**src/rtl/sram_responder.sv**
```systemverilog
// Byte-wide SRAM responder: stores controller writes with a parity bit and
// valid flag, returns reads two cycles after output-enable is sampled.
module sram_responder #(
  parameter int ADDR_W = 8
) (
  input  logic              clk,
  input  logic              rst_n,
  input  logic              cs_n,
  input  logic [ADDR_W-1:0] sram_addr,
  input  logic              sram_we_n,
  input  logic              sram_oe_n,
  input  logic [7:0]        sram_din,
  input  logic              inj_par_err,
  output logic [7:0]        sram_dout,
  output logic              sram_dout_en,
  output logic              busy,
  output logic              par_err,
  output logic              uninit_rd,
  output logic              prot_hit,
  output logic [15:0]       wr_cnt,
  output logic [15:0]       rd_cnt,
  output logic [1:0]        dbg_state_o
);

  localparam int DEPTH = 1 << ADDR_W;
  localparam logic [ADDR_W-1:0] PROT_ADDR = '1;

  typedef enum logic [1:0] {IDLE, WR_DONE, RD_FETCH, RD_DRIVE} state_e;

  state_e            state_q, state_d;
  logic [7:0]        mem   [DEPTH];
  logic              par_mem [DEPTH];
  logic [DEPTH-1:0]  valid_q;
  logic [ADDR_W-1:0] addr_q;
  logic [7:0]        data_q;
  logic              par_q;
  logic              vld_q;
  logic              prot_q;
  logic [15:0]       wr_cnt_q;
  logic [15:0]       rd_cnt_q;

  logic wr_start, wr_accept, wr_reject, rd_start, rd_exit;

  // Write wins over read when both strobes are low in IDLE.
  assign wr_start  = (state_q == IDLE) && !cs_n && !sram_we_n;
  assign wr_accept = wr_start && (sram_addr != PROT_ADDR);
  assign wr_reject = wr_start && (sram_addr == PROT_ADDR);
  assign rd_start  = (state_q == IDLE) && !cs_n && sram_we_n && !sram_oe_n;
  assign rd_exit   = (state_q == RD_DRIVE) && (sram_oe_n || cs_n);

  always_ff @(posedge clk or negedge rst_n) begin
    if (!rst_n) state_q <= IDLE;
    else        state_q <= state_d;
  end

  always_comb begin
    state_d = state_q;
    case (state_q)
      IDLE: begin
        if (wr_accept)     state_d = WR_DONE;
        else if (rd_start) state_d = RD_FETCH;
      end
      WR_DONE:  state_d = IDLE;
      RD_FETCH: state_d = RD_DRIVE;
      RD_DRIVE: if (rd_exit) state_d = IDLE;
      default:  state_d = IDLE;
    endcase
  end

  always_comb begin
    sram_dout_en = (state_q == RD_DRIVE);
    busy         = (state_q != IDLE);
    sram_dout    = 8'h00;
    par_err      = 1'b0;
    uninit_rd    = 1'b0;
    if (state_q == RD_DRIVE) begin
      sram_dout = vld_q ? data_q : 8'h00;
      par_err   = vld_q && ((^data_q) != par_q);
      uninit_rd = !vld_q;
    end
  end

  assign prot_hit    = prot_q;
  assign wr_cnt      = wr_cnt_q;
  assign rd_cnt      = rd_cnt_q;
  assign dbg_state_o = state_q;

  // Storage array and its parity carry no reset; validity is tracked separately.
  always_ff @(posedge clk) begin
    if (wr_accept) begin
      mem[sram_addr]     <= sram_din;
      par_mem[sram_addr] <= (^sram_din) ^ inj_par_err;
    end
  end

  always_ff @(posedge clk or negedge rst_n) begin
    if (!rst_n) begin
      valid_q  <= '0;
      addr_q   <= '0;
      data_q   <= 8'h00;
      par_q    <= 1'b0;
      vld_q    <= 1'b0;
      prot_q   <= 1'b0;
      wr_cnt_q <= 16'h0000;
      rd_cnt_q <= 16'h0000;
    end else begin
      prot_q <= wr_reject;
      if (wr_accept) begin
        valid_q[sram_addr] <= 1'b1;
        if (wr_cnt_q != 16'hFFFF) wr_cnt_q <= wr_cnt_q + 16'd1;
      end
      if (rd_start) addr_q <= sram_addr;
      if (state_q == RD_FETCH) begin
        data_q <= mem[addr_q];
        par_q  <= par_mem[addr_q];
        vld_q  <= valid_q[addr_q];
      end
      if (rd_exit && rd_cnt_q != 16'hFFFF) rd_cnt_q <= rd_cnt_q + 16'd1;
    end
  end

endmodule
```
**config.mk**
```make
export PLATFORM = sky130hd
export DESIGN_NAME = sram_responder
export DESIGN_NICKNAME = d
export VERILOG_FILES = /design/src/rtl/sram_responder.sv
export SDC_FILE = /design/constraint.sdc
export NUM_CORES = 2
export LEC_CHECK = 0
export ABC_AREA = 1
export BUFFER_PORTS_ARGS = -buffer_cell sky130_fd_sc_hd__buf_2
export CAP_MARGIN = 10
export CORE_MARGIN = 1.5
export CORE_UTILIZATION = 50
export CTS_BUF_LIST = sky130_fd_sc_hd__clkbuf_8
export DETAILED_ROUTE_END_ITERATION = 7
export GPL_ROUTABILITY_DRIVEN = 0
export PLACE_DENSITY_LB_ADDON = 0.15
export SETUP_SLACK_MARGIN = 0.05
export SYNTH_ARGS = -nofsm -noshare
export SYNTH_HDL_FRONTEND = slang
export SYNTH_SLANG_ARGS = --single-unit
```
**constraint.sdc**
```tcl
create_clock -name clk -period 3.05 [get_ports clk]
set_input_delay 0.1525 -clock clk [delete_from_list [all_inputs] [get_ports clk]]
set_output_delay 0.1525 -clock clk [all_outputs]
set_load 0.1 [all_outputs]
```
* Word-level counts from Yosys, hierarchy flattened
Memory sizes are Yosys's and may differ from the RTL's. A register that Yosys moved wholly into a read port is not among the register bits. Index checks and enable logic that the tools add are counted.
Storage, ports and cells: flip-flop bits (word level) 300, memory bits (writable) 2304, output and inout bits 47, word-level logic and storage cells 63, memories kept 2
Memory list:
- mem | depth 256, bits a word 8, rd ports 1, clocked after Yosys merged registers in 1, write ports 1, line 31 | logic [7:0] mem [DEPTH];
- par_mem | depth 256, bits a word 1, rd ports 1, clocked after Yosys merged registers in 1, write ports 1, line 32 | logic par_mem [DEPTH];
Cells by class: add/sub/neg operators 2, magnitude comparators 3, equal/unequal tests 10, mux-type cells 14, bitwise gates (word level) 2, reduce and logical (&&, ||, !) cells 23
Operators by type and width (number):
- OR 256 bit | 1
- adder 16 x 1 -> 16 bit (second input constant) | 2
- inequality test 16 bit (second input constant) | 2
- < comparator 8 x 9 -> 1 bit (second input constant) | 2
- 2-to-1 mux 8 bit | 2
- parity 8 bit | 2
- logical AND 1 bit | 10
- binary-select mux 1 bit (select 8 bit) | 1
- demux 1 bit (select 8 bit) | 1
- == test 8 bit (second input constant) | 1
- greater-or-equal comparator 8 x 1 -> 1 bit (second input constant) | 1
- inequality test 8 bit (second input constant) | 1
- one-hot mux 2 bit (4 select lines) | 1
- logical NOT 1 bit | 6
- 2-to-1 mux 1 bit | 6
- 2-to-1 mux 2 bit | 3
- == test 2 bit (second input constant) | 2
- AND reduction 2 bit | 2
- inequality test 3 bit (second input constant) | 1
- == test 2 x 1 -> 1 bit (second input constant) | 1
- logical NOT 2 bit | 1
- inequality test 2 x 1 -> 1 bit (second input constant) | 1
- nonzero test 2 bit | 1
- logical OR 1 bit | 1
- other kinds (2) | 2

* Depth between registers and ports, before layout
depth after elaboration 7, mapped depth 15, depth with buffers taken out 12

* Worst setup path before layout
OpenSTA, ideal clock, no wires.
path type input -> register, from in sram_din[1], to mem par_mem[0], data pin, setup time 0.774 ns, arrival 3.516 ns, required time 2.276 ns, path slack -1.241 ns, cell stages on the path 5, path buffers 0, path through xnor2_1 > xor2_1 > xor2_1 > xor2_1 > inv_1
Between the ends: longest elaborated chain between the ends 2
RTL lines:
- from (decl) | line 12 | input logic [7:0] sram_din,
- parity 8 bit | line 92 | par_mem[sram_addr] <= (^sram_din) ^ inj_par_err;
- bitwise XOR 1 bit | line 92
- to (decl) | line 32
No other way between the ends.

==> flow_metrics.py <==
metrics = {
    "drt": {
        "wl_per_cell_um": 24.9,
        "drt_wl_total_um": 320000,
        "drt_iter0_drc": 8901,
        "drc": 0,
        "vias": 74100,
        "vias_per_cell": 5.77,
        "antenna_left": 0,
        "dr.pass1.iters": 8,
    },
    "global_routing": {
        "track_usage": 0.292,
        "globalRoute.totalOverflow": 0,
        "antenna_found_initial": 14,
        "grt_max_degree": 182,
        "grt_pass1_vias": 71200,
        "grt_pass1_wl_um": 472000,
    },
    "critical_path": {
        "crit_type": "reg2reg",
        "worstPathArrival_ns": 4.00,
        "setup.worst_path.start_class": "flop",
        "endpoint_kind": "flop",
        "max_stage_delay_ns": 0.57,
        "crit_path_frequent_cell": "nand3_1",
        "slowest_stage": "dfrtp_4",
        "critPathMaxFanout": 30,
        "crit_required_ns": 4.04,
        "path_cells": "inv_8 > buf_12 > buf_4 > buf_4 > nand3_1 > nand3_1 > nand3_1 > nand3_1 > nand3_1 > nand3_1 > nand3_1 > nand3_1 > nand2_1",
    },
    "placement": {
        "dp.final_hpwl_um": 190000,
        "io_buffers": 68,
        "dp_cells": 12000,
        "dpl_cell_area_mm2": 0.113,
    },
    "pwr": {
        "p_sw_mw": 42.4,
        "p_leak_nw": 46.7,
        "p_int_mw": 65.9,
        "power_frac_seq": 0.372,
        "combPwrFrac": 0.358,
        "p_sw_frac": 0.391,
        "irDropWorstVdd_v": 0.000747,
        "pwr-share-clk": 0.269,
        "powerDensity_mw_per_mm2": 890,
    },
    "finish": {
        "multi_input_area_mm2": 0.0265,
        "layout-area-overhead-vs-synth_pct": 13.5,
        "fill_cells": 17700,
        "drive_gt1_frac": 0.138,
        "num-nets-final": 9674,
        "final_area_mm2": 0.122,
        "stdcell_count": 12800,
        "regArea_mm2": 0.0769,
    },
    "hold_path": {
        "hold_path.class": "in2reg",
    },
    "timing": {
        "setup_viol": 0,
        "period_share": 0.987,
        "fmax_ghz": 0.332,
        "relSlewSlack": 0.265,
        "worstMarginPinSlew_ns": 1.10,
        "final_max_slew_viol_count": 0,
        "rsz0062_at_grt": "true",
        "finClkSkew_ns": 0.103,
        "finalHoldViolCount": 0,
        "min_period_ns": 3.01,
    },
    "floorplan": {
        "die_h_um": 466,
        "coreArea_mm2": 0.213,
        "die_w_um": 466,
        "pin_count": 69,
        "rows": 169,
        "floorplan.initialDensity": 0.504,
        "dieArea_mm2": 0.217,
    },
    "synth": {
        "yosys-top-cells-count": "nand2_1, nand3_1, edfxtp_1",
        "synth_ff_type": "edfxtp_1",
        "yosysMostFrequentCell": "nand2_1",
        "synth_seq_cells": 2613,
        "netlist-cell-type-count": 38,
        "synthArstFlopShare": 0.118,
        "yosysWarnings": 0,
        "ys_seq_area_frac": 0.717,
        "syn_area_mm2": 0.107,
        "syn_area_per_cell_um2": 11.7,
        "syn_inst": 9148,
        "yosysTopAreaCell": "edfxtp_1",
        "synth_edf_count": 2304,
        "synthTopCellsByArea": "edfxtp_1, nand3_1, nand2_1, dfrtp_1, buf_2",
        "synth_top_cell_area_share": 0.645,
    },
    "clock_network": {
        "cts_tree": "yes",
        "clockBufferDepth": 4,
        "clk_latency_ns": 1.14,
        "clk_pin_slew_ns": 0.06,
        "numCtsBuffers": 438,
        "cts.sinks": 2613,
        "h-tree-depth": 5,
        "cts_root_buf": "clkbuf_8",
    },
    "status": {
        "outcome": "finished, final reports clean",
    },
    "run": {
        "max_cap_viol_count": 0,
    },
}
cells by family (layout without fill, tap and decap cells):
group,after synthesis,in the layout,share of synthesized area
XOR/XNOR,43,43,0.00351
other,1,23,0.0000350
flip-flops,2613,2613,0.717
multiplexers,1,1,0.000105
AO/OA/AOI/OAI,14,14,0.000770
adder cells (fa/ha/maj),2,2,0.000233
AND/OR/NAND/NOR,5812,5812,0.241
buffers and inverters,662,1513,0.0372
layer usage:
metal	up-vias	share of wire	global-route usage
met5	-	0.00019	0
met4	8	0.044	0.129
met3	683	0.083	0.0503
met2	3485	0.46	0.452
met1	36700	0.41	0.408
li1	33200	-	-
cells in the final DEF (no fill, tap or decap), types with 7 or more instances in the layout:
cell           count
nor3_1             7
or2_2            159
nor2_1           294
buf_4            441
diode_2           14
nand4_1            7
nand2_1         2628
clkbuf_8         494
nand3_1         2570
buf_8              9
edfxtp_1        2304
buf_2             58
o21ai_0           10
nand2_2           28
xnor2_1           12
conb_1             9
or2_1             96
buf_12           102
clkinv_2          31
inv_1            256
clkinv_1          53
xor2_1            26
nand3_2            7
dfrtp_1          301
dlygate4sd3_1     42
registers in the layout, summed over array words and instances (netlist names), 2 cells and up:
name,flops
addr_q,8
dbg_state_o,2
data_q,8
valid_q,256
par_mem,256
mem,2048
rd_cnt,16
wr_cnt,16
per-stage QoR:
| stage | hold WS, ns | power [mW] | utilization | worst slack [ns] | setup TNS [ns] |
|---|---|---|---|---|---|
| floorplan | -0.143 | 64.5 | - | -0.324 | -82.92 |
| global placement | 0.211 | 78.7 | 0.531 | 0.136 | 0 |
| detailed placement | 0.209 | 78.9 | 0.531 | 0.150 | 0 |
| CTS | 0.0304 | 108 | 0.572 | 0.0147 | 0 |
| global route | 0.0842 | 113 | 0.572 | -0.00441 | -0.00441 |
| finish | 0.105 | 108 | 0.572 | 0.0399 | 0 |
worst max-delay path, delay by kind of cell (launching register included):
kind                   cells  cell delay [ns]
AND/OR/NAND/NOR            9             1.43
buffers and inverters      4             0.83
flip-flops                 1             0.57
final timing paths:
check,from,end,slack (ns),depth (start not counted)
setup reg to reg,addr_q[1]$_DFFE_PN0P_,data_q[6]$_DFFE_PN0P_,0.04,13
min in group asynchronous,rst_n,valid_q[102]$_DFFE_PN0P_,0.42,4
max in group asynchronous,rst_n,valid_q[250]$_DFFE_PN0P_,2.08,5
hold / removal,inj_par_err,par_mem[14]$_DFFE_PP_,0.11,6
hold reg to reg,valid_q[255]$_DFFE_PN0P_,valid_q[255]$_DFFE_PN0P_,0.38,0
setup / recovery,addr_q[1]$_DFFE_PN0P_,data_q[6]$_DFFE_PN0P_,0.04,13
area by class of cell:
cell class	instances	share of cell area
well taps	2821	0.0290
multi-input cells	5881	0.218
flip-flops and latches	2613	0.632
clock inverters	303	0.0114
diodes	14	0.000288
clock buffers	494	0.0559
inverters	60	0.00219
repair buffers	656	0.0516
power groups by stage:
stage | logic (mW) | registers (mW) | clock network (mW)
floorplan | 23.1 | 41.4 | 0
CTS | 38.2 | 40.3 | 29.6
global placement | 37.7 | 41.0 | 0
global route | 41.3 | 40.3 | 31.1
finish | 38.8 | 40.3 | 29.2
detailed placement | 37.8 | 41.0 | 0
what timing repair did:
action                                   CTS  global route
endpoints found under the hold margin   1891             0
resized for setup                         13             5
buffers inserted                           0             1
hold buffers                              44             0
pin swaps                                  3             1
endpoints found under the setup margin     1             5
Note: power is estimated with default switching activity, not from simulation.
